### src/rtl/mem_rmw_initiator_if.sv
// Bundle of the core request/response handshake and the memory read/write
// port pair seen by mem_rmw_initiator. The master modport is the initiator's
// view; the slave modport is the view of whatever drives the core side and
// models the memory.
interface mem_rmw_initiator_if;
  logic        req_valid;
  logic        req_ready;
  logic        req_write;
  logic [1:0]  req_size;
  logic        req_unsigned;
  logic [31:0] req_addr;
  logic [31:0] req_wdata;
  logic        resp_valid;
  logic        resp_ready;
  logic [31:0] resp_rdata;
  logic        resp_exception;
  logic [31:0] mem_read_address;
  logic [31:0] mem_read_data;
  logic        mem_read_exception;
  logic        mem_write_enable;
  logic [31:0] mem_write_address;
  logic [31:0] mem_write_data;
  logic        mem_write_exception;

  modport master (
    input  req_valid, req_write, req_size, req_unsigned, req_addr, req_wdata,
    output req_ready,
    output resp_valid, resp_rdata, resp_exception,
    input  resp_ready,
    output mem_read_address,
    input  mem_read_data, mem_read_exception,
    output mem_write_enable, mem_write_address, mem_write_data,
    input  mem_write_exception
  );

  modport slave (
    output req_valid, req_write, req_size, req_unsigned, req_addr, req_wdata,
    input  req_ready,
    input  resp_valid, resp_rdata, resp_exception,
    output resp_ready,
    input  mem_read_address,
    output mem_read_data, mem_read_exception,
    input  mem_write_enable, mem_write_address, mem_write_data,
    output mem_write_exception
  );
endinterface

### src/rtl/mem_rmw_initiator.sv
// Load/store initiator for a word-only memory. Sub-word stores are done as
// read-modify-write; loads read the containing word and extract/extend the
// addressed lane. One request outstanding at a time.
// Optional build macro MEM_RMW_TRACE_EN: prints write strobes and responses.
//
// state | meaning
// IDLE  | ready for a request (req_ready high)
// READ  | reading the containing word, waiting READ_WAIT extra cycles
// WRITE | one-cycle full-word write strobe
// RESP  | response held until the core accepts it
module mem_rmw_initiator #(
  parameter int READ_WAIT = 0,
  parameter int CNT_W     = 4
) (
  input logic            CLK,
  input logic            RESET,
  mem_rmw_initiator_if.master bus
);

  typedef enum logic [1:0] {IDLE, READ, WRITE, RESP} state_t;

  localparam logic [CNT_W-1:0] WAIT_LAST = CNT_W'(READ_WAIT);

  state_t            state_q, state_d;
  logic [CNT_W-1:0]  cnt_q, cnt_d;
  logic              write_q, write_d;
  logic [1:0]        size_q, size_d;
  logic              uns_q, uns_d;
  logic [31:0]       addr_q, addr_d;
  logic [31:0]       wdata_q, wdata_d;
  logic [31:0]       word_q, word_d;
  logic [31:0]       rdata_q, rdata_d;
  logic              exc_q, exc_d;
  logic              bad_req;

  function automatic logic [31:0] load_extract(input logic [31:0] word,
                                               input logic [1:0]  sz,
                                               input logic        uns,
                                               input logic [1:0]  a);
    logic [31:0] sh_b;
    logic [31:0] sh_h;
    sh_b = word >> {a, 3'b000};
    sh_h = word >> {a[1], 4'b0000};
    case (sz)
      2'd0:    load_extract = uns ? {24'b0, sh_b[7:0]}  : {{24{sh_b[7]}}, sh_b[7:0]};
      2'd1:    load_extract = uns ? {16'b0, sh_h[15:0]} : {{16{sh_h[15]}}, sh_h[15:0]};
      default: load_extract = word;
    endcase
  endfunction

  function automatic logic [31:0] store_merge(input logic [31:0] word,
                                              input logic [31:0] wd,
                                              input logic [1:0]  sz,
                                              input logic [1:0]  a);
    logic [31:0] m;
    m = word;
    case (sz)
      2'd0:    m[{a, 3'b000} +: 8]     = wd[7:0];
      2'd1:    m[{a[1], 4'b0000} +: 16] = wd[15:0];
      default: m = wd;
    endcase
    store_merge = m;
  endfunction

  // Illegal size or misaligned address is decided at accept time, before any memory access.
  always_comb begin
    bad_req = (bus.req_size == 2'd3) ||
              (bus.req_size == 2'd1 && bus.req_addr[0]) ||
              (bus.req_size == 2'd2 && bus.req_addr[1:0] != 2'b00);
  end

  // Next-state and datapath update for the request sequencer.
  always_comb begin
    state_d = state_q;
    cnt_d   = cnt_q;
    write_d = write_q;
    size_d  = size_q;
    uns_d   = uns_q;
    addr_d  = addr_q;
    wdata_d = wdata_q;
    word_d  = word_q;
    rdata_d = rdata_q;
    exc_d   = exc_q;
    case (state_q)
      IDLE: begin
        if (bus.req_valid) begin
          write_d = bus.req_write;
          size_d  = bus.req_size;
          uns_d   = bus.req_unsigned;
          addr_d  = bus.req_addr;
          wdata_d = bus.req_wdata;
          rdata_d = 32'h0;
          exc_d   = 1'b0;
          cnt_d   = '0;
          if (bad_req) begin
            exc_d   = 1'b1;
            state_d = RESP;
          end else if (bus.req_write && bus.req_size == 2'd2) begin
            state_d = WRITE;
          end else begin
            state_d = READ;
          end
        end
      end
      READ: begin
        if (cnt_q == WAIT_LAST) begin
          word_d = bus.mem_read_data;
          if (!write_q) begin
            // A faulted load returns zero data alongside the exception.
            rdata_d = bus.mem_read_exception ? 32'h0
                    : load_extract(bus.mem_read_data, size_q, uns_q, addr_q[1:0]);
            exc_d   = bus.mem_read_exception;
            state_d = RESP;
          end else if (bus.mem_read_exception) begin
            exc_d   = 1'b1;
            state_d = RESP;
          end else begin
            state_d = WRITE;
          end
        end else begin
          cnt_d = cnt_q + 1'b1;
        end
      end
      WRITE: begin
        exc_d   = bus.mem_write_exception;
        state_d = RESP;
      end
      RESP: begin
        if (bus.resp_ready) state_d = IDLE;
      end
      default: state_d = IDLE;
    endcase
  end

  // State and request registers; reset aborts any operation in flight.
  always_ff @(posedge CLK or posedge RESET) begin
    if (RESET) begin
      state_q <= IDLE;
      cnt_q   <= '0;
      write_q <= 1'b0;
      size_q  <= 2'd0;
      uns_q   <= 1'b0;
      addr_q  <= 32'h0;
      wdata_q <= 32'h0;
      word_q  <= 32'h0;
      rdata_q <= 32'h0;
      exc_q   <= 1'b0;
    end else begin
      state_q <= state_d;
      cnt_q   <= cnt_d;
      write_q <= write_d;
      size_q  <= size_d;
      uns_q   <= uns_d;
      addr_q  <= addr_d;
      wdata_q <= wdata_d;
      word_q  <= word_d;
      rdata_q <= rdata_d;
      exc_q   <= exc_d;
    end
  end

  assign bus.req_ready         = (state_q == IDLE);
  assign bus.resp_valid        = (state_q == RESP);
  assign bus.resp_rdata        = rdata_q;
  assign bus.resp_exception    = exc_q;
  assign bus.mem_read_address  = {addr_q[31:2], 2'b00};
  assign bus.mem_write_address = {addr_q[31:2], 2'b00};
  // Strobe is decoded straight from the state register so reset removes it at once.
  assign bus.mem_write_enable  = (state_q == WRITE);
  assign bus.mem_write_data    = (state_q == WRITE)
                               ? store_merge(word_q, wdata_q, size_q, addr_q[1:0]) : 32'h0;

`ifdef MEM_RMW_TRACE_EN
  // Simulation trace of write strobes and response entry.
  always @(posedge CLK) begin
    if (!RESET) begin
      if (state_q == WRITE)
        $display("[MemInit] write address %h data %h", bus.mem_write_address, bus.mem_write_data);
      if (state_d == RESP && state_q != RESP)
        $display("[MemInit] resp data %h exc %b", rdata_d, exc_d);
    end
  end
`else
  // No trace output in the default build.
`endif

endmodule
### src/flat_wrapper.sv
// flat-port wrapper written by rule: the top's interface ports become plain ports
module mem_rmw_initiator_flat 
#(
  parameter int READ_WAIT = 0,
  parameter int CNT_W     = 4
)
  (CLK, RESET, bus_req_valid, bus_req_write, bus_req_size, bus_req_unsigned, bus_req_addr, bus_req_wdata, bus_req_ready, bus_resp_valid, bus_resp_rdata, bus_resp_exception, bus_resp_ready, bus_mem_read_address, bus_mem_read_data, bus_mem_read_exception, bus_mem_write_enable, bus_mem_write_address, bus_mem_write_data, bus_mem_write_exception);
  mem_rmw_initiator_if bus_i ();
  input logic CLK;
  input logic RESET;
  input wire logic [$bits(bus_i.req_valid)-1:0] bus_req_valid;
  input wire logic [$bits(bus_i.req_write)-1:0] bus_req_write;
  input wire logic [$bits(bus_i.req_size)-1:0] bus_req_size;
  input wire logic [$bits(bus_i.req_unsigned)-1:0] bus_req_unsigned;
  input wire logic [$bits(bus_i.req_addr)-1:0] bus_req_addr;
  input wire logic [$bits(bus_i.req_wdata)-1:0] bus_req_wdata;
  output wire logic [$bits(bus_i.req_ready)-1:0] bus_req_ready;
  output wire logic [$bits(bus_i.resp_valid)-1:0] bus_resp_valid;
  output wire logic [$bits(bus_i.resp_rdata)-1:0] bus_resp_rdata;
  output wire logic [$bits(bus_i.resp_exception)-1:0] bus_resp_exception;
  input wire logic [$bits(bus_i.resp_ready)-1:0] bus_resp_ready;
  output wire logic [$bits(bus_i.mem_read_address)-1:0] bus_mem_read_address;
  input wire logic [$bits(bus_i.mem_read_data)-1:0] bus_mem_read_data;
  input wire logic [$bits(bus_i.mem_read_exception)-1:0] bus_mem_read_exception;
  output wire logic [$bits(bus_i.mem_write_enable)-1:0] bus_mem_write_enable;
  output wire logic [$bits(bus_i.mem_write_address)-1:0] bus_mem_write_address;
  output wire logic [$bits(bus_i.mem_write_data)-1:0] bus_mem_write_data;
  input wire logic [$bits(bus_i.mem_write_exception)-1:0] bus_mem_write_exception;
  assign bus_i.req_valid = bus_req_valid;
  assign bus_i.req_write = bus_req_write;
  assign bus_i.req_size = bus_req_size;
  assign bus_i.req_unsigned = bus_req_unsigned;
  assign bus_i.req_addr = bus_req_addr;
  assign bus_i.req_wdata = bus_req_wdata;
  assign bus_req_ready = bus_i.req_ready;
  assign bus_resp_valid = bus_i.resp_valid;
  assign bus_resp_rdata = bus_i.resp_rdata;
  assign bus_resp_exception = bus_i.resp_exception;
  assign bus_i.resp_ready = bus_resp_ready;
  assign bus_mem_read_address = bus_i.mem_read_address;
  assign bus_i.mem_read_data = bus_mem_read_data;
  assign bus_i.mem_read_exception = bus_mem_read_exception;
  assign bus_mem_write_enable = bus_i.mem_write_enable;
  assign bus_mem_write_address = bus_i.mem_write_address;
  assign bus_mem_write_data = bus_i.mem_write_data;
  assign bus_i.mem_write_exception = bus_mem_write_exception;
  mem_rmw_initiator #(.READ_WAIT(READ_WAIT), .CNT_W(CNT_W)) u_core (.CLK(CLK), .RESET(RESET), .bus(bus_i));
endmodule
### config.mk
export PLATFORM = sky130hd
export DESIGN_NAME = mem_rmw_initiator_flat
export DESIGN_NICKNAME = d
export VERILOG_FILES = /design/src/rtl/mem_rmw_initiator_if.sv /design/src/rtl/mem_rmw_initiator.sv /design/src/flat_wrapper.sv
export SDC_FILE = /design/constraint.sdc
export NUM_CORES = 1
export LEC_CHECK = 0
export ABC_AREA = 1
export BUFFER_PORTS_ARGS = -buffer_cell sky130_fd_sc_hd__buf_2
export CAP_MARGIN = 20
export CORE_ASPECT_RATIO = 0.75
export CORE_UTILIZATION = 52
export CTS_CLUSTER_SIZE = 40
export DETAILED_ROUTE_END_ITERATION = 16
export PLACE_DENSITY_LB_ADDON = 0.3
export SYNTH_ARGS = -nofsm -noshare
export SYNTH_HDL_FRONTEND = slang
export SYNTH_SLANG_ARGS = --single-unit
### constraint.sdc
create_clock -name CLK -period 4.8 [get_ports CLK]
set_input_delay 0.72 -clock CLK [delete_from_list [all_inputs] [get_ports CLK]]
set_output_delay 0.72 -clock CLK [all_outputs]
set_load 0.05 [all_outputs]
# After elaboration in Yosys (flattened, before gate mapping)
# Cells that the tools add are included.
dict set report classes {
  muxes 29
  n_shift 6
  n_addsub 3
  eq_ne 13
  reduce_logical 17
}
# operator n
set op_table {}
lappend op_table {{32-bit 2-to-1 mux} 7}
lappend op_table {{32-bit case mux with 2 select lines} 3}
lappend op_table {{32-bit bitwise mux} 2}
lappend op_table {{16-bit by 7-bit variable shift with 32-bit output, first input constant} 1}
lappend op_table {{8-bit by 7-bit variable shift with 32-bit output, first input constant} 1}
lappend op_table {{16-bit by 7-bit variable part select with 32-bit output} 1}
lappend op_table {{8-bit by 7-bit variable part select with 32-bit output} 1}
lappend op_table {{32-bit by 5-bit right shift with 16-bit output} 1}
lappend op_table {{32-bit by 5-bit right shift with 8-bit output} 1}
lappend op_table {{5-bit negation with 7-bit output} 2}
lappend op_table {{2-bit 2-to-1 mux} 6}
lappend op_table {{2-bit equality test, second input constant} 4}
lappend op_table {{4-bit 2-to-1 mux} 2}
lappend op_table {{2-bit case mux with 4 select lines} 1}
lappend op_table {{4-bit case mux with 2 select lines} 1}
lappend op_table {{4-bit AND reduction} 2}
lappend op_table {{2-bit by 1-bit equality test with 1-bit output, second input constant} 3}
lappend op_table {{1-bit 2-to-1 mux} 6}
lappend op_table {{2-bit != test, second input constant} 3}
lappend op_table {{3-bit AND reduction} 2}
lappend op_table {{4-bit by 1-bit adder with 4-bit output, second input constant} 1}
lappend op_table {{2-bit zero test} 2}
lappend op_table {{4-bit zero test} 1}
lappend op_table {{2-bit by 1-bit != test with 1-bit output, second input constant} 2}
lappend op_table {{7 further kinds} 12}
dict set report totals {
  register_bits 139
  in_bits 106
}

# Depth between registers and ports, before layout
dict set report logic_depth {
  word_depth 7
  depth_mapped 12
}

# Worst setup path after synthesis
# Ideal clock, no wire load.
dict set report synth_path {
  path_kind {flip-flop to output port}
  startpoint {register u_core.addr_q[1]}
  endpoint {output port bus_mem_write_data[0]}
  t_arrival_ns 2.867
  slack_ns 1.213
  path_stages_with_launch 7
  path_cell_list {dfrtp_1 > inv_1 > clkbuf_1 > ha_1 > nor3_1 > nand2_1 > a211oi_1}
}
dict set report synth_between {
  elab_chain_len 5
  word_cells_on_any_way 10
  cone_classes {add/sub (2); shift (4); mux (4)}
}
# item line_no
set synth_rtl {}
lappend synth_rtl {{start, declared} mem_rmw_initiator.sv:29} ;# logic [31:0] addr_q, addr_d;
lappend synth_rtl {{start signal, assigned} mem_rmw_initiator.sv:154} ;# addr_q <= addr_d;
lappend synth_rtl {{5-bit negation with 7-bit output (on tied branches)} {mem_rmw_initiator.sv:59, mem_rmw_initiator.sv:58}}
lappend synth_rtl {{16-bit by 7-bit variable part select with 32-bit output (tied with other cells)} mem_rmw_initiator.sv:59} ;# 2'd1: m[{a[1], 4'b0000} +: 16] = wd[15:0];
lappend synth_rtl {{32-bit bitwise mux (on tied branches)} {mem_rmw_initiator.sv:59, mem_rmw_initiator.sv:58}}
lappend synth_rtl {{32-bit case mux with 2 select lines (*)} mem_rmw_initiator.sv:57} ;# case (sz)
lappend synth_rtl {{32-bit 2-to-1 mux (*)} mem_rmw_initiator.sv:171} ;# ? store_merge(word_q, wdata_q, size_q, addr_q[1:0]) : 32'h0;
lappend synth_rtl {{end, declared} flat_wrapper.sv:27} ;# output wire logic [$bits(bus_i.mem_write_data)-1:0] bus_mem_write_data;
# Every way passes the cells marked *; elsewhere a longest branch is shown, timed or not.

# Final worst setup path
dict set report layout_path {
  startpoint {register u_core.addr_q[0]}
  endpoint {output port bus_mem_write_data[3]}
}
dict set report layout_between {
  elab_chain_len 5
  word_cells_on_any_way 6
  cone_classes {add/sub (1); shift (2); mux (3)}
}
# item line_no
set layout_rtl {}
lappend layout_rtl {{5-bit negation with 7-bit output (*)} mem_rmw_initiator.sv:58} ;# 2'd0: m[{a, 3'b000} +: 8] = wd[7:0];
lappend layout_rtl {{8-bit by 7-bit variable part select with 32-bit output or 8-bit by 7-bit variable shift with 32-bit output (tied branches)} mem_rmw_initiator.sv:58}
lappend layout_rtl {{32-bit bitwise mux (*)} mem_rmw_initiator.sv:58}
lappend layout_rtl {{32-bit case mux with 2 select lines (*)} mem_rmw_initiator.sv:57}
lappend layout_rtl {{32-bit 2-to-1 mux (*)} mem_rmw_initiator.sv:171}
# Marked as above.

==> tab_implementation.tex <==
\begin{tabular}{lr}
\hline
Metric & Value \\
\hline
\multicolumn{2}{l}{\textbf{Route}} \\
Drt first pass iters & 6 \\
\# DRC & 0 \\
Detailed router's first-iteration violation count & 723 \\
Total wire length & 22100 um \\
Routed vias & 7242 \\
Wire per inst & 16.5 um \\
Antenna viol nets, final & 0 \\
Vias per Instance & 5.39 \\
\multicolumn{2}{l}{\textbf{Synthesis}} \\
Biggest area consumer among synthesized cells & sky130\_fd\_sc\_hd\_\_dfrtp\_1 \\
Gate count of the mapped netlist & 979 \\
Area fraction of the dominant cell type after synthesis & 44.1\% \\
Count of state elements after synthesis & 139 \\
Share of synthesized registers carrying an async set or reset & 100\% \\
Largest cells by area after synthesis & sky130\_fd\_sc\_hd\_\_dfrtp\_1, sky130\_fd\_sc\_hd\_\_nand2\_1, sky130\_fd\_sc\_hd\_\_mux2\_2, sky130\_fd\_sc\_hd\_\_buf\_4, sky130\_fd\_sc\_hd\_\_o21ai\_0 \\
Cell types with the highest counts after synthesis & sky130\_fd\_sc\_hd\_\_nand2\_1, sky130\_fd\_sc\_hd\_\_dfrtp\_1, sky130\_fd\_sc\_hd\_\_nor2\_1 \\
Sequential area share after synthesis & 44.1\% \\
Yosys cell types & 33 \\
Yosys warns & 0 \\
Synth Area per Inst & 8.06 um\^{}2 \\
Most common cell in the netlist & sky130\_fd\_sc\_hd\_\_nand2\_1 \\
Number of synthesized flops with an enable pin & 0 \\
Primary flip-flop cell chosen by synthesis mapping & sky130\_fd\_sc\_hd\_\_dfrtp\_1 \\
Netlist area before placement & 0.00789 mm\^{}2 \\
\multicolumn{2}{l}{\textbf{STA}} \\
Setup repair after global routing missed its margin & no \\
Highest achievable clock rate & 258 MHz \\
Worst path setup slack after routing & 0.929 ns \\
Hold Vio Cnt, Final & 0 \\
Worst-Margin Slew & 1.06 ns \\
Pins over their slew limit & 0 \\
Final Cycle Share & 80.6\% \\
Min Tclk post-route & 3.87 ns \\
Worst Skew & 0.00680 ns \\
Setup TNS after final layout & 0 ns \\
Final Setup Violations & 0 \\
Hold Slack & 0.477 ns \\
Tightest slew margin relative to the limit & 29.4\% \\
\multicolumn{2}{l}{\textbf{Clock tree}} \\
Clock tree from TritonCTS & yes \\
Number of levels in the clock H-tree & 4 \\
Number of CTS-inserted buffers & 17 \\
Clock-pin slew reported for the worst setup and hold paths after clock tree synthesis & 0.06 ns \\
Buffer depth of the longest clock path & 2 \\
Number of hold-repair buffers added at the cts stage & 0 \\
Total of cells resized after clock tree synthesis & 0 \\
Clock insertion delay at the later pin of the skew report & 0.42 ns \\
Clock Root Buffer & sky130\_fd\_sc\_hd\_\_clkbuf\_16 \\
Clock sink count & 139 \\
Buffers inserted by post-CTS timing repair & 0 \\
\multicolumn{2}{l}{\textbf{Job}} \\
Count of maximum capacitance violations & 0 \\
\multicolumn{2}{l}{\textbf{Finish}} \\
Post-layout util & 63.4\% \\
Final-stage net count & 1247 \\
Share of post-route cells with drive strength above 1 & 29.9\% \\
Fill cells & 1340 \\
Seq. cell area & 0.00348 mm\^{}2 \\
Synth-to-layout area growth & 17.6\% \\
Multi-input logic area & 0.00344 mm\^{}2 \\
\multicolumn{2}{l}{\textbf{Die}} \\
Number of standard-cell rows in the floorplan & 38 \\
Die height & 109 um \\
I/O pin count & 238 \\
Die Outline Area & 0.0157 mm\^{}2 \\
Area of the core region & 0.0146 mm\^{}2 \\
Die width & 144 um \\
Effective utilization at floorplan & 53.9\% \\
\multicolumn{2}{l}{\textbf{Global route}} \\
Antenna violations before repair & 2 \\
Pin count of the biggest net entering global routing & 110 \\
Vias in the first global route & 6388 \\
First-pass GRT wire length & 33900 um \\
Total overflow reported by the global router & 0 \\
GRT Resource Usage Total & 28.7\% \\
\multicolumn{2}{l}{\textbf{Worst setup path}} \\
Worst-path maximum fanout & 16 \\
Kind of start point of the critical path & flip-flop \\
Critical path required time & 4.08 ns \\
Worst setup path class & flip-flop to output port \\
Arrival time at the worst endpoint & 3.15 ns \\
Crit path capture type & output port \\
\multicolumn{2}{l}{\textbf{Place}} \\
Quantity of I/O buffers inserted on ports & 233 \\
Half-perimeter wire length of the detailed placement result & 15700 um \\
Global placer's final weighted congestion & 0.931 \\
Post-Place Setup Slack & 1.50 ns \\
\multicolumn{2}{l}{\textbf{Hold path}} \\
Hold crit path type & flip-flop to flip-flop \\
\multicolumn{2}{l}{\textbf{Status}} \\
Run status & complete, no violations \\
\hline
\end{tabular}
-- routing by layer --
| layer | wire length (um) | track usage (%) |
|---|---|---|
| met2 | 9770 | 41.5 |
| met5 | 0 | 0 |
| met3 | 2340 | 7.55 |
| met4 | 382 | 8.95 |
| met1 | 9620 | 41.8 |
-- per-stage QoR --
step	cell area, um^2	instances
2_1_floorplan	7910	982
3_3_place_gp	8670	1310
3_5_place_dp	8670	1310
4_1_cts	9260	1341
5_1_grt	9280	1344
6_report	9280	1344
-- cells in the final DEF, fill, tap and decap left out --
cell type                    count
sky130_fd_sc_hd__nand2_1       250
sky130_fd_sc_hd__buf_2         233
sky130_fd_sc_hd__dfrtp_1       139
sky130_fd_sc_hd__nor2_1        101
sky130_fd_sc_hd__o21ai_0        83
sky130_fd_sc_hd__inv_1          69
sky130_fd_sc_hd__a21oi_1        65
sky130_fd_sc_hd__mux2_2         57
sky130_fd_sc_hd__nand3_1        21
sky130_fd_sc_hd__a22oi_1        18
sky130_fd_sc_hd__clkbuf_16      17
sky130_fd_sc_hd__o22ai_1        16
sky130_fd_sc_hd__ha_1           11
sky130_fd_sc_hd__a211oi_1        8
sky130_fd_sc_hd__o211ai_1        7
sky130_fd_sc_hd__buf_4           7
sky130_fd_sc_hd__conb_1          4
sky130_fd_sc_hd__clkinvlp_4      4
sky130_fd_sc_hd__inv_2           3
sky130_fd_sc_hd__nand2_4         3
sky130_fd_sc_hd__inv_6           3
sky130_fd_sc_hd__clkinv_4        3
sky130_fd_sc_hd__diode_2         2
sky130_fd_sc_hd__nand2_2         2
sky130_fd_sc_hd__nor3_1          2
sky130_fd_sc_hd__clkinv_2        2
sky130_fd_sc_hd__bufinv_16       2
sky130_fd_sc_hd__nor2_4          1
sky130_fd_sc_hd__or2_1           1
sky130_fd_sc_hd__nand3_4         1
sky130_fd_sc_hd__nand4_1         1
sky130_fd_sc_hd__nand3_2         1
sky130_fd_sc_hd__xnor2_1         1
sky130_fd_sc_hd__o31ai_1         1
sky130_fd_sc_hd__clkinv_1        1
sky130_fd_sc_hd__xor2_1          1
sky130_fd_sc_hd__or2_2           1
sky130_fd_sc_hd__clkbuf_8        1
sky130_fd_sc_hd__buf_12          1
-- critical path, cell delays in order, from the launching register on --
cell,delay [ns]
sky130_fd_sc_hd__dfrtp_1,0.64
sky130_fd_sc_hd__inv_1,0.18
sky130_fd_sc_hd__ha_1,0.34
sky130_fd_sc_hd__nor3_1,0.69
sky130_fd_sc_hd__nand2_1,0.15
sky130_fd_sc_hd__a211oi_1,0.40
sky130_fd_sc_hd__buf_2,0.34
-- registers in the layout, summed over array words and instances (netlist names) --
| name | count |
|---|---|
| u_core.cnt_q | 4 |
| u_core.wdata_q | 32 |
| u_core.addr_q | 32 |
| u_core.size_q | 2 |
| u_core.bus.resp_exception | 1 |
| u_core.bus.resp_rdata | 32 |
| u_core.word_q | 32 |
| u_core.write_q | 1 |
| u_core.state_q | 2 |
| u_core.uns_q | 1 |
-- area by class of cell --
class	instances	area share, %
inverter	74	3.05
clock inverter	13	1.55
antenna	2	0.0539
clock buffer	18	4.73
multi-input combinational	657	37.1
timing repair buffer	241	13.3
tap	200	2.70
sequential	139	37.5
-- worst paths after layout --
path,start,end,slack (ns),cells past startpoint
worst max-delay path,u_core.addr_q[0],bus_mem_write_data[3],0.93,6
worst min register to register,u_core.bus.resp_rdata[26],u_core.bus.resp_rdata[26],0.48,2
worst max register to register,u_core.state_q[0],u_core.bus.resp_rdata[7],2.37,11
max in group asynchronous,RESET,u_core.addr_q[12],3.28,3
min in group asynchronous,RESET,u_core.addr_q[16],0.54,2
worst min-delay path,u_core.bus.resp_rdata[26],u_core.bus.resp_rdata[26],0.48,2
-- kinds of logic (layout without fill, tap and decap cells) --
family | after synthesis | count (layout) | share of synthesized area (%)
AO/OA/AOI/OAI | 198 | 198 | 13.9
XOR/XNOR | 2 | 2 | 0.222
adder cells (fa/ha/maj) | 11 | 11 | 1.74
buffers and inverters | 186 | 346 | 12.6
flip-flops | 139 | 139 | 44.1
multiplexers | 57 | 57 | 8.13
other | 1 | 6 | 0.0475
AND/OR/NAND/NOR | 385 | 385 | 19.3
Power is not shown: default switching activity piles up to over one toggle a cycle in this logic, so the estimate is an artifact.
